**config.mk**
```make
export PLATFORM = sky130hd
export DESIGN_NAME = rand_share_arbiter_flat
export DESIGN_NICKNAME = d
export VERILOG_FILES = /design/src/rtl/rand_share_arbiter_pkg.sv /design/src/rtl/rand_share_arbiter_if.sv /design/src/rtl/rand_share_arbiter_rr_arbiter.sv /design/src/rtl/rand_share_arbiter.sv /design/src/flat_wrapper.sv
export SDC_FILE = /design/constraint.sdc
export NUM_CORES = 1
export LEC_CHECK = 0
export BUFFER_PORTS_ARGS = -buffer_cell sky130_fd_sc_hd__buf_2
export CAP_MARGIN = 40
export CORE_MARGIN = 5
export CORE_UTILIZATION = 44
export CTS_BUF_LIST = sky130_fd_sc_hd__clkbuf_8
export DETAILED_ROUTE_END_ITERATION = 10
export GPL_TIMING_DRIVEN = 0
export PLACE_DENSITY = 0.84
export SYNTH_ARGS = -nofsm -noshare
export SYNTH_HDL_FRONTEND = slang
export SYNTH_HIERARCHICAL = 1
export SYNTH_SLANG_ARGS = --single-unit
```
**constraint.sdc**
```tcl
create_clock -name clk_i -period 2.9 [get_ports clk_i]
set_input_delay 0.58 -clock clk_i [delete_from_list [all_inputs] [get_ports clk_i]]
set_output_delay 0.58 -clock clk_i [all_outputs]
set_load 0.1 [all_outputs]
```
**src/rtl/rand_share_arbiter_pkg.sv**
```systemverilog
// Shared definitions for the random-range generator arbiter: FSM encoding,
// default sizing and a small index-width helper.
package rand_share_arbiter_pkg;

  localparam int DEFAULT_NUM_REQ    = 3;
  localparam int DEFAULT_WIDTH      = 16;
  localparam int DEFAULT_MIX_CYCLES = 4;

  // One-hot so the generator controls decode from a single flop bit.
  typedef enum logic [4:0] {
    ST_INIT   = 5'b00001,
    ST_IDLE   = 5'b00010,
    ST_LOAD   = 5'b00100,
    ST_MIX    = 5'b01000,
    ST_SAMPLE = 5'b10000
  } state_e;

  localparam int ST_INIT_BIT = 0;
  localparam int ST_MIX_BIT  = 3;

  function automatic int unsigned idx_width(input int unsigned n);
    return (n > 1) ? $clog2(n) : 1;
  endfunction

endpackage

```
**src/rtl/rand_share_arbiter_if.sv**
```systemverilog
// Requester-side and generator-side signals of the shared random arbiter.
// The arbiter connects through the slave modport.
interface rand_share_arbiter_if
  import rand_share_arbiter_pkg::*;
#(
  parameter int NUM_REQ = DEFAULT_NUM_REQ,
  parameter int WIDTH   = DEFAULT_WIDTH
) ();

  logic [NUM_REQ-1:0]       req;
  logic [NUM_REQ*WIDTH-1:0] offset_bus;
  logic [NUM_REQ*WIDTH-1:0] limit_bus;
  logic [NUM_REQ-1:0]       ack;
  logic                     err;
  logic [WIDTH-1:0]         rand_out;

  logic                     lfsr_restart;
  logic                     lfsr_run;
  logic [WIDTH-1:0]         lfsr_offset;
  logic [WIDTH-1:0]         lfsr_limit;
  logic [WIDTH-1:0]         lfsr_out;

  modport master (
    output req, offset_bus, limit_bus, lfsr_out,
    input  ack, err, rand_out, lfsr_restart, lfsr_run, lfsr_offset, lfsr_limit
  );

  modport slave (
    input  req, offset_bus, limit_bus, lfsr_out,
    output ack, err, rand_out, lfsr_restart, lfsr_run, lfsr_offset, lfsr_limit
  );

endinterface

```
**src/rtl/rand_share_arbiter_rr_arbiter.sv**
```systemverilog
// Combinational round-robin pick: first eligible requester at or after the
// pointer, wrapping, returned as one-hot grant plus binary index.
module rr_arbiter
  import rand_share_arbiter_pkg::*;
#(
  parameter  int N  = DEFAULT_NUM_REQ,
  localparam int IW = idx_width(N)
) (
  input  logic [N-1:0]  req_i,
  input  logic [N-1:0]  mask_i,
  input  logic [IW-1:0] ptr_i,
  output logic [N-1:0]  grant_o,
  output logic [IW-1:0] idx_o,
  output logic          valid_o
);

  logic [N-1:0] eligible;
  logic [IW:0]  pos;

  assign eligible = req_i & ~mask_i;

  // One extra bit on pos so ptr + i never overflows before the wrap.
  always_comb begin
    grant_o = '0;
    idx_o   = '0;
    valid_o = 1'b0;
    pos     = '0;
    for (int i = 0; i < N; i++) begin
      pos = {1'b0, ptr_i} + (IW+1)'(i);
      if (pos >= (IW+1)'(N)) begin
        pos = pos - (IW+1)'(N);
      end
      if (!valid_o && eligible[pos[IW-1:0]]) begin
        valid_o                = 1'b1;
        grant_o[pos[IW-1:0]]   = 1'b1;
        idx_o                  = pos[IW-1:0];
      end
    end
  end

endmodule

```
**src/rtl/rand_share_arbiter.sv**
```systemverilog
// Shares one RangeLFSR16 among several requesters: round-robin grant, latch
// bounds, run the generator for a fixed number of cycles, return one sample.
module rand_share_arbiter
  import rand_share_arbiter_pkg::*;
#(
  parameter int NUM_REQ    = DEFAULT_NUM_REQ,
  parameter int WIDTH      = DEFAULT_WIDTH,
  parameter int MIX_CYCLES = DEFAULT_MIX_CYCLES
) (
  input  logic                 clk_i,
  input  logic                 rst_ni,
  rand_share_arbiter_if.slave  arb_if
);

  localparam int IW = idx_width(NUM_REQ);
  localparam int CW = idx_width(MIX_CYCLES);

  state_e             state_q, state_d;
  logic [CW-1:0]      cnt_q, cnt_d;
  logic [IW-1:0]      winner_q, winner_d;
  logic [IW-1:0]      ptr_q, ptr_d;
  logic [WIDTH-1:0]   off_q, off_d;
  logic [WIDTH-1:0]   lim_q, lim_d;
  logic [WIDTH-1:0]   rand_q, rand_d;
  logic               err_flag_q, err_flag_d;
  logic               err_q, err_d;
  logic [NUM_REQ-1:0] ack_q, ack_d;

  logic [NUM_REQ-1:0] grant;
  logic [IW-1:0]      grant_idx;
  logic               grant_valid;
  logic [WIDTH-1:0]   sel_offset;
  logic [WIDTH-1:0]   sel_limit;

  // The requester being acked this cycle is masked so its still-high req
  // cannot win a second draw before it has had a chance to drop.
  rr_arbiter #(.N(NUM_REQ)) u_rr (
    .req_i   (arb_if.req),
    .mask_i  (ack_q),
    .ptr_i   (ptr_q),
    .grant_o (grant),
    .idx_o   (grant_idx),
    .valid_o (grant_valid)
  );

  always_comb begin
    sel_offset = '0;
    sel_limit  = '0;
    for (int i = 0; i < NUM_REQ; i++) begin
      if (grant[i]) begin
        sel_offset = arb_if.offset_bus[i*WIDTH +: WIDTH];
        sel_limit  = arb_if.limit_bus[i*WIDTH +: WIDTH];
      end
    end
  end

  always_comb begin
    state_d    = state_q;
    cnt_d      = cnt_q;
    winner_d   = winner_q;
    ptr_d      = ptr_q;
    off_d      = off_q;
    lim_d      = lim_q;
    err_flag_d = err_flag_q;
    rand_d     = rand_q;
    ack_d      = '0;
    err_d      = 1'b0;

    case (state_q)
      ST_INIT: begin
        state_d = ST_IDLE;
      end

      ST_IDLE: begin
        if (grant_valid) begin
          winner_d = grant_idx;
          off_d    = sel_offset;
          lim_d    = sel_limit;
          state_d  = ST_LOAD;
        end
      end

      ST_LOAD: begin
        err_flag_d = (lim_q < off_q);
        cnt_d      = CW'(MIX_CYCLES - 1);
        state_d    = (lim_q < off_q) ? ST_SAMPLE : ST_MIX;
      end

      ST_MIX: begin
        if (cnt_q == '0) begin
          state_d = ST_SAMPLE;
        end else begin
          cnt_d = cnt_q - CW'(1);
        end
      end

      // An inverted range never runs the generator and returns the offset.
      ST_SAMPLE: begin
        rand_d  = err_flag_q ? off_q : arb_if.lfsr_out;
        ack_d   = NUM_REQ'(1) << winner_q;
        err_d   = err_flag_q;
        ptr_d   = (winner_q == IW'(NUM_REQ - 1)) ? '0 : winner_q + IW'(1);
        state_d = ST_IDLE;
      end

      default: begin
        state_d = ST_INIT;
      end
    endcase
  end

  always_ff @(posedge clk_i or negedge rst_ni) begin
    if (!rst_ni) begin
      state_q    <= ST_INIT;
      cnt_q      <= '0;
      winner_q   <= '0;
      ptr_q      <= '0;
      off_q      <= '0;
      lim_q      <= '0;
      err_flag_q <= 1'b0;
      rand_q     <= '0;
      err_q      <= 1'b0;
      ack_q      <= '0;
    end else begin
      state_q    <= state_d;
      cnt_q      <= cnt_d;
      winner_q   <= winner_d;
      ptr_q      <= ptr_d;
      off_q      <= off_d;
      lim_q      <= lim_d;
      err_flag_q <= err_flag_d;
      rand_q     <= rand_d;
      err_q      <= err_d;
      ack_q      <= ack_d;
    end
  end

  // Generator controls come straight off single state flops.
  assign arb_if.lfsr_restart = state_q[ST_INIT_BIT];
  assign arb_if.lfsr_run     = state_q[ST_MIX_BIT];
  assign arb_if.lfsr_offset  = off_q;
  assign arb_if.lfsr_limit   = lim_q;
  assign arb_if.ack          = ack_q;
  assign arb_if.err          = err_q;
  assign arb_if.rand_out     = rand_q;

  a_ack_onehot : assert property (@(posedge clk_i) disable iff (!rst_ni)
    $onehot0(ack_q));

  a_err_with_ack : assert property (@(posedge clk_i) disable iff (!rst_ni)
    err_q |-> (ack_q != '0));

endmodule

```
**src/flat_wrapper.sv**
```systemverilog
// flat-port wrapper written by rule: the top's interface ports become plain ports
module rand_share_arbiter_flat import rand_share_arbiter_pkg::*;
#(
  parameter int NUM_REQ    = DEFAULT_NUM_REQ,
  parameter int WIDTH      = DEFAULT_WIDTH,
  parameter int MIX_CYCLES = DEFAULT_MIX_CYCLES
)
  (clk_i, rst_ni, arb_if_req, arb_if_offset_bus, arb_if_limit_bus, arb_if_lfsr_out, arb_if_ack, arb_if_err, arb_if_rand_out, arb_if_lfsr_restart, arb_if_lfsr_run, arb_if_lfsr_offset, arb_if_lfsr_limit);
  rand_share_arbiter_if #(.NUM_REQ(NUM_REQ), .WIDTH(WIDTH)) arb_if_i ();
  input  logic clk_i;
  input  logic rst_ni;
  input wire logic [$bits(arb_if_i.req)-1:0] arb_if_req;
  input wire logic [$bits(arb_if_i.offset_bus)-1:0] arb_if_offset_bus;
  input wire logic [$bits(arb_if_i.limit_bus)-1:0] arb_if_limit_bus;
  input wire logic [$bits(arb_if_i.lfsr_out)-1:0] arb_if_lfsr_out;
  output wire logic [$bits(arb_if_i.ack)-1:0] arb_if_ack;
  output wire logic [$bits(arb_if_i.err)-1:0] arb_if_err;
  output wire logic [$bits(arb_if_i.rand_out)-1:0] arb_if_rand_out;
  output wire logic [$bits(arb_if_i.lfsr_restart)-1:0] arb_if_lfsr_restart;
  output wire logic [$bits(arb_if_i.lfsr_run)-1:0] arb_if_lfsr_run;
  output wire logic [$bits(arb_if_i.lfsr_offset)-1:0] arb_if_lfsr_offset;
  output wire logic [$bits(arb_if_i.lfsr_limit)-1:0] arb_if_lfsr_limit;
  assign arb_if_i.req = arb_if_req;
  assign arb_if_i.offset_bus = arb_if_offset_bus;
  assign arb_if_i.limit_bus = arb_if_limit_bus;
  assign arb_if_i.lfsr_out = arb_if_lfsr_out;
  assign arb_if_ack = arb_if_i.ack;
  assign arb_if_err = arb_if_i.err;
  assign arb_if_rand_out = arb_if_i.rand_out;
  assign arb_if_lfsr_restart = arb_if_i.lfsr_restart;
  assign arb_if_lfsr_run = arb_if_i.lfsr_run;
  assign arb_if_lfsr_offset = arb_if_i.lfsr_offset;
  assign arb_if_lfsr_limit = arb_if_i.lfsr_limit;
  rand_share_arbiter #(.NUM_REQ(NUM_REQ), .WIDTH(WIDTH), .MIX_CYCLES(MIX_CYCLES)) u_core (.clk_i(clk_i), .rst_ni(rst_ni), .arb_if(arb_if_i));
endmodule
```
Word-level counts from Yosys, hierarchy flattened
Index checks and enable logic that the tools add are counted.
W data, S select, Z words.
{ "op_classes": {"addsub": 7, "n_lt_le_gt_ge": 10, "n_eq_ne": 9, "shift": 1, "mux": 40, "bitwise_logic": 4, "reduce_logical": 13} }
{ "ops": {"columns": ["operator", "n"], "rows": [
  ["$mux W16", 7],
  ["$pmux W5 S4", 1],
  ["$lt A16 B16 Y1", 1],
  ["$mux W2", 8],
  ["$mux W5", 3],
  ["$mux W3", 4],
  ["$mux W1", 10],
  ["$lt A2 B3 Y1 const B", 3],
  ["$bmux W1 S2", 3],
  ["$demux W1 S2", 3],
  ["$ge A2 B1 Y1 const B", 3],
  ["$ge A3 B2 Y1 const B", 2],
  ["$or A3 B3 Y3", 2],
  ["$reduce_and A2 Y1", 3],
  ["$sub A2 B2 Y2 const B", 3],
  ["$eq A5 B1 Y1 const B", 1],
  ["$eq A5 B2 Y1 const B", 1],
  ["$eq A5 B3 Y1 const B", 1],
  ["$eq A5 B4 Y1 const B", 1],
  ["$eq A5 B5 Y1 const B", 1],
  ["$logic_and A1 B1 Y1", 5],
  ["$ne A2 B1 Y1 const B", 2],
  ["$pmux W2 S2", 1],
  ["$add A2 B1 Y3 const B", 1],
  ["other kinds (13)", 14]
]} }
{ "totals": {"reg_bits": 64, "input_bits": 117, "out_inout_bits": 54, "word_cells": 94} }

Logic depth before layout (Yosys ltp)
{ "depth": {"depth_word": 14, "mapped_depth": 14, "ltp_nobuf": 11} }

Modules after synthesis
Netlist, hierarchy kept.
{ "modules_own_cells": {"columns": ["module", "instances", "cells_each", "area_per_inst_um2", "seq_area_each_um2"], "rows": [
  ["rand_share_arbiter", 1, 400, 3488.3, 1602.8],
  ["rr_arbiter", 1, 44, 352.8, 0.0]
]} }

Worst setup path before layout
Ideal clock, no wire load.
{ "synth_timing": {"path_type": "register to register", "startpoint": "register u_core.ack_q[0], in the netlist u_core/arb_if.ack[0]", "endpoint": "register u_core.lim_q[10], in the netlist u_core/arb_if.lfsr_limit[10]", "setup_ns": 0.077, "arrival_ns": 2.843, "required_time_ns": 2.823, "setup_slack_ns": -0.019, "stages_incl_launch_ff": 12, "n_path_buf": 2, "period_less_slack_ns": 2.919, "path_cell_list": "dfrtp_1 or2b_2 o311ai_2 nor2_2 a32o_1 clkbuf_1 nor2b_1 clkbuf_1 a22oi_1 nor2_1 a21oi_1 o21ai_1"} }
{ "synth_between": {"elab_cells_between_ends": 24, "cone_classes": "mux: 15; bitwise: 4; reduce/logical: 5"} }
{ "synth_rtl": {"columns": ["element", "line_no", "rtl"], "rows": [
  ["from (decl)", "rand_share_arbiter.sv:27", "logic [NUM_REQ-1:0] ack_q, ack_d;"],
  ["from (signal assigned)", "rand_share_arbiter.sv:134", "ack_q <= ack_d;"],
  ["$not A3 Y3 (*)", "rand_share_arbiter_rr_arbiter.sv:20", "assign eligible = req_i & ~mask_i;"],
  ["$and A3 B3 Y3 (*)", "rand_share_arbiter_rr_arbiter.sv:20", null],
  ["$bmux W1 S2", "rand_share_arbiter_rr_arbiter.sv:33", "if (!valid_o && eligible[pos[IW-1:0]]) begin"],
  ["$mux W1 (not written as such)", "rand_share_arbiter_rr_arbiter.sv:33", null],
  ["$mux W1", "rand_share_arbiter_rr_arbiter.sv:33", null],
  ["$logic_not A1 Y1", "rand_share_arbiter_rr_arbiter.sv:33", null],
  ["$logic_and A1 B1 Y1", "rand_share_arbiter_rr_arbiter.sv:33", null],
  ["$mux W1", "rand_share_arbiter_rr_arbiter.sv:33", null],
  ["$logic_not A1 Y1", "rand_share_arbiter_rr_arbiter.sv:33", null],
  ["$logic_and A1 B1 Y1", "rand_share_arbiter_rr_arbiter.sv:33", null],
  ["$mux W3 (*)", "rand_share_arbiter_rr_arbiter.sv:33", null],
  ["net u_core.grant[1]", "rand_share_arbiter.sv:29", "logic [NUM_REQ-1:0] grant;"],
  ["$mux W16 (*) (2 in series)", "rand_share_arbiter.sv:50", "if (grant[i]) begin"],
  ["to (signal assigned)", "rand_share_arbiter.sv:130", "lim_q <= lim_d;"],
  ["to (decl)", "rand_share_arbiter.sv:23", "logic [WIDTH-1:0] lim_q, lim_d;"]
]} }
Mark *: on every way through the listed nets, which the timed path passes. The rest lies on a longest branch. The select of a mux whose other input is x is not followed.
A chain may end at the register's enable or synchronous reset.

Worst setup path in the final report
{ "layout_timing": {"startpoint": "register u_core.ptr_q[1]", "endpoint": "register u_core.lim_q[9], in the netlist u_core/arb_if.lfsr_limit[9]"} }
{ "layout_between": {"elab_cells_between_ends": 48, "cone_classes": "add/sub: 5; order compare: 9; mux: 24; bitwise: 2; reduce/logical: 8"} }
{ "layout_rtl": {"columns": ["element", "line_no", "rtl"], "rows": [
  ["from (decl)", "rand_share_arbiter.sv:21", "logic [IW-1:0] ptr_q, ptr_d;"],
  ["from (signal assigned)", "rand_share_arbiter.sv:128", "ptr_q <= ptr_d;"],
  ["$add A2 B1 Y3, or another cell as far along", "rand_share_arbiter_rr_arbiter.sv:29", "pos = {1'b0, ptr_i} + (IW+1)'(i);"],
  ["$ge A3 B2 Y1, or another cell as far along", "rand_share_arbiter_rr_arbiter.sv:30", "if (pos >= (IW+1)'(N)) begin"],
  ["$mux W2, or another cell as far along", "rand_share_arbiter_rr_arbiter.sv:30", null],
  ["$lt A2 B3 Y1 (not written as such), or another cell as far along", "rand_share_arbiter_rr_arbiter.sv:35", "grant_o[pos[IW-1:0]] = 1'b1;"],
  ["$logic_and A1 B1 Y1 (not written as such), or another cell as far along", "rand_share_arbiter_rr_arbiter.sv:35", null],
  ["$mux W1 (not written as such), or another cell as far along", "rand_share_arbiter_rr_arbiter.sv:35", null],
  ["$demux W1 S2, or another cell as far along", "rand_share_arbiter_rr_arbiter.sv:35", null],
  ["$or A3 B3 Y3 (no line) / $mux W1 (equally long branches)", null, null],
  ["$mux W3 / $logic_not A1 Y1 (equally long branches)", "rand_share_arbiter_rr_arbiter.sv:33", null],
  ["$or A3 B3 Y3 (no line) / $logic_and A1 B1 Y1 (equally long branches)", null, null],
  ["$mux W3 (*)", "rand_share_arbiter_rr_arbiter.sv:33", null],
  ["net u_core.grant[1]", "rand_share_arbiter.sv:29", null],
  ["$mux W16 (*) (2 in series)", "rand_share_arbiter.sv:50", null]
]} }
Marks and branches as above.

==> out/metrics.yaml <==
routed-via-count: 4198
hold_viol_final: 0
synth_area_sq_mm: 0.00384
clk_latency_ns: 0.34
irDropWorstVdd_uv: 558
period_share_pct: 102
coreArea_sq_mm: 0.00859
die_w_um: 103
status: "finished, violations left"
crit_path_max_fanout: 10
yosys.area.top_type: "dfrtp_1"
rr_endpoint: "u_core/arb_if.lfsr_limit[9]$_DFFE_PN0P_"
r2r_slack_ns: -0.04
ctsRootBufferMaster: "clkbuf_8"
slowest_delay_ns: 0.45
setup_violations: 3
clock-sinks: 64
grt_pass1_wl_mm: 19.6
grt_max_degree: 24
die_h_um: 103
ys_warn_count: 6
synthArstFlopShare_pct: 100
detail-route-antenna-nets: 0
rr_startpoint: "u_core/ptr_q[1]$_DFFE_PN0P_"
postCtsHoldBufs: 0
multi_input_area_sq_mm: 0.00213
setup_slack_ns: -0.0445
io_buffers: 170
synth_area_per_cell_sq_um: 8.65
n_antenna_cell: 0
fp.dieArea_sq_mm: 0.0107
hpwl_mm: 10.4
dpl_cell_area_sq_mm: 0.00488
drv_slew: 0
drv_cap: 0
synth_most_common_cell: "dfrtp_1"
cp_slowest_cell: "dfrtp_2"
timing.hold.ws_ns: 0.243
cts_buffers: 9
cp-start-kind: "flop"
wl_mm: 13.4
nFillCells: 746
fin_skew_ns: 0.00677
drc: 0
end_kind: "flop"
num_rows: 34
io_pins: 171
synth_top_area_share_pct: 41.0
h-tree-depth: 3
fin_area_sq_mm: 0.00531
min_period_ns: 2.94
crit_required_ns: 3.10
syn_nets: 581
rsz0062_at_grt: "yes"
wl_per_cell_um: 17.9
synth_enable_flop_cells: 0
synth-seq-cells: 64
worst_r2r_path_depth: 13
tightest_slew_ns: 0.652
syn-instance-count: 444
leakage_nw: 2.68
synth.distinct_cells: 50
dr.pass1.iters: 5
antenna_found_initial: 0
first_global_vias: 3967
grt_usage_pct: 23.8
drt_iter0_drc: 308
slew_headroom_pct: 56.5
violations: "setup timing"
start_util_pct: 44.7
crit_chain: "inv_1 -> ha_4 -> buf_6 -> buf_4 -> or4bb_4 -> o311ai_2 -> nor2_2 -> a32o_2 -> buf_2 -> a22oi_1 -> nor2_1 -> a21oi_1 -> o21ai_1"
worstHoldPathType: "input port to async pin"
gp_congestion: 0.903
fin_util_pct: 61.8
p_per_area_mw_per_mm2: 1230
yosysSeqAreaShare_pct: 41.7
clock_path_buffers: 2
nets: 775
max_freq_mhz: 340
synthTopCellsByArea: "dfrtp_1, ha_1, a22oi_1, nand2_1, a21oi_1"
cp_top_family: "compound AO/OA/AOI/OAI gates"
cp_data_arrival_time_ns: 3.15
regArea_sq_mm: 0.00161
area_delta_synth_final_pct: 38.2
drive_gt1_share_pct: 39.3
synth_common_cells: "dfrtp_1, nand2_1, a21oi_1"
overflow: 0
via_per_inst: 5.59
synthFlopType: "dfrtp_1"
path_clk_slew_ns: 0.07
cp_num_buf_inv: 4
criticalPathCategory: "flop to flop"
cts_tree: "built"
power breakdown:
part / total, mW / switching, mW / internal [mW]
clock: 0.729 / 0.340 / 0.389
combinational: 4.31 / 3.11 / 1.19
sequential: 1.49 / 0.316 / 1.18
logic make-up (layout without fill, tap and decap cells):
logic type	Yosys count	count (layout)	synth area share, %
flops	64	64	41.7
fa+ha+maj	20	20	6.51
buf+inv	53	252	5.63
mux	17	17	4.43
compound gates	144	144	23.0
xor+xnor	1	1	0.228
simple gates	145	145	18.5
worst max-delay path by stage:
stage | to | slack, ns | from | depth (start not counted)
final | u_core/arb_if.lfsr_limit[9]$_DFFE_PN0P_ | -0.04 | u_core/ptr_q[1]$_DFFE_PN0P_ | 13
after global placement | u_core/arb_if.lfsr_offset[11]$_DFFE_PN0P_ | -0.40 | arb_if_req[0] | 12
after floorplan | u_core/arb_if.lfsr_limit[10]$_DFFE_PN0P_ | 0.02 | u_core/arb_if.ack[1]$_DFF_PN0_ | 11
after global routing | u_core/arb_if.lfsr_limit[9]$_DFFE_PN0P_ | -0.17 | u_core/ptr_q[1]$_DFFE_PN0P_ | 14
after detailed placement | u_core/arb_if.lfsr_offset[11]$_DFFE_PN0P_ | -0.45 | u_core/ptr_q[0]$_DFFE_PN0P_ | 13
after CTS | u_core/arb_if.lfsr_limit[10]$_DFFE_PN0P_ | -0.02 | u_core/ptr_q[0]$_DFFE_PN0P_ | 13
worst reg2reg max path, delay by kind of cell, from the launching register on:
kind                       cells  cell delay (ns)
DFF                            1             0.45
buffers and inverters          4             0.57
AOI/OAI and AO/OA              5             0.99
and+or+nand+nor                3             0.67
adders and majority gates      1             0.14
per-stage QoR:
step                      worst slack, ns  std cells  TNS, ns  total power, mW
after CTS                         -0.0151        739  -0.0654             6.28
final                             -0.0445        751  -0.0717             6.53
after floorplan                    0.0182        444        0             4.58
after global placement             -0.403        722    -9.04             5.37
after detailed placement           -0.454        724   -11.29             5.50
after global routing               -0.165        751    -2.77             6.88
per-layer routing:
layer | vias up | share of wire (%) | GRT usage (%)
met1 | 1979 | 38 | 30.7
met5 | - | 0 | 0
li1 | 1960 | - | -
met2 | 223 | 50 | 40.6
met3 | 36 | 8.6 | 3.15
met4 | 0 | 3.4 | 9.26
registers in the layout, summed over array words and instances, names as in the netlist:
name and cells:
u_core/state_q 5, u_core/err_flag_q 1, u_core/ptr_q 2, u_core/arb_if.lfsr_limit 16, u_core/arb_if.ack 3, u_core/winner_q 2
u_core/cnt_q 2, u_core/arb_if.lfsr_offset 16, u_core/arb_if.err 1, u_core/arb_if.rand_out 16
cell usage in the layout (no fill, tap or decap), types with 5 or more instances in the layout:
cell type  synthesis  layout
a21oi_1           43      39
a22oi_1           31      26
a22oi_2            1       6
buf_2              5     178
buf_4              1      10
buf_6              1       7
clkbuf_1          18       9
clkbuf_2           0       5
clkbuf_8           0       9
dfrtp_1           63      60
ha_1              20      18
inv_1             22      22
mux2i_1           17      17
nand2_1           62      62
nand3_1            5       5
nand3b_1           5       5
nor2_1            39      37
o21ai_0           18      18
o21ai_1           34      34
area by class of cell:
cell class / count / area share, %
Timing Repair Buffer: 184 / 18.9
Buffer: 29 / 3.06
Tap cell: 108 / 2.55
Sequential cell: 64 / 30.3
Clock buffer: 9 / 2.33
Multi-Input combinational cell: 327 / 40.1
Inverter: 23 / 1.63
Clock inverter: 7 / 1.20
what timing repair did:
item | CTS | global route
endpoints found under the setup margin | 31 | 30
hold endpoints to repair | 0 | 0
buffers inserted | 0 | 11
cloned | 0 | 1
resized for setup | 15 | 37
pin swaps | 0 | 11
Power figures use the tool's default switching activity.
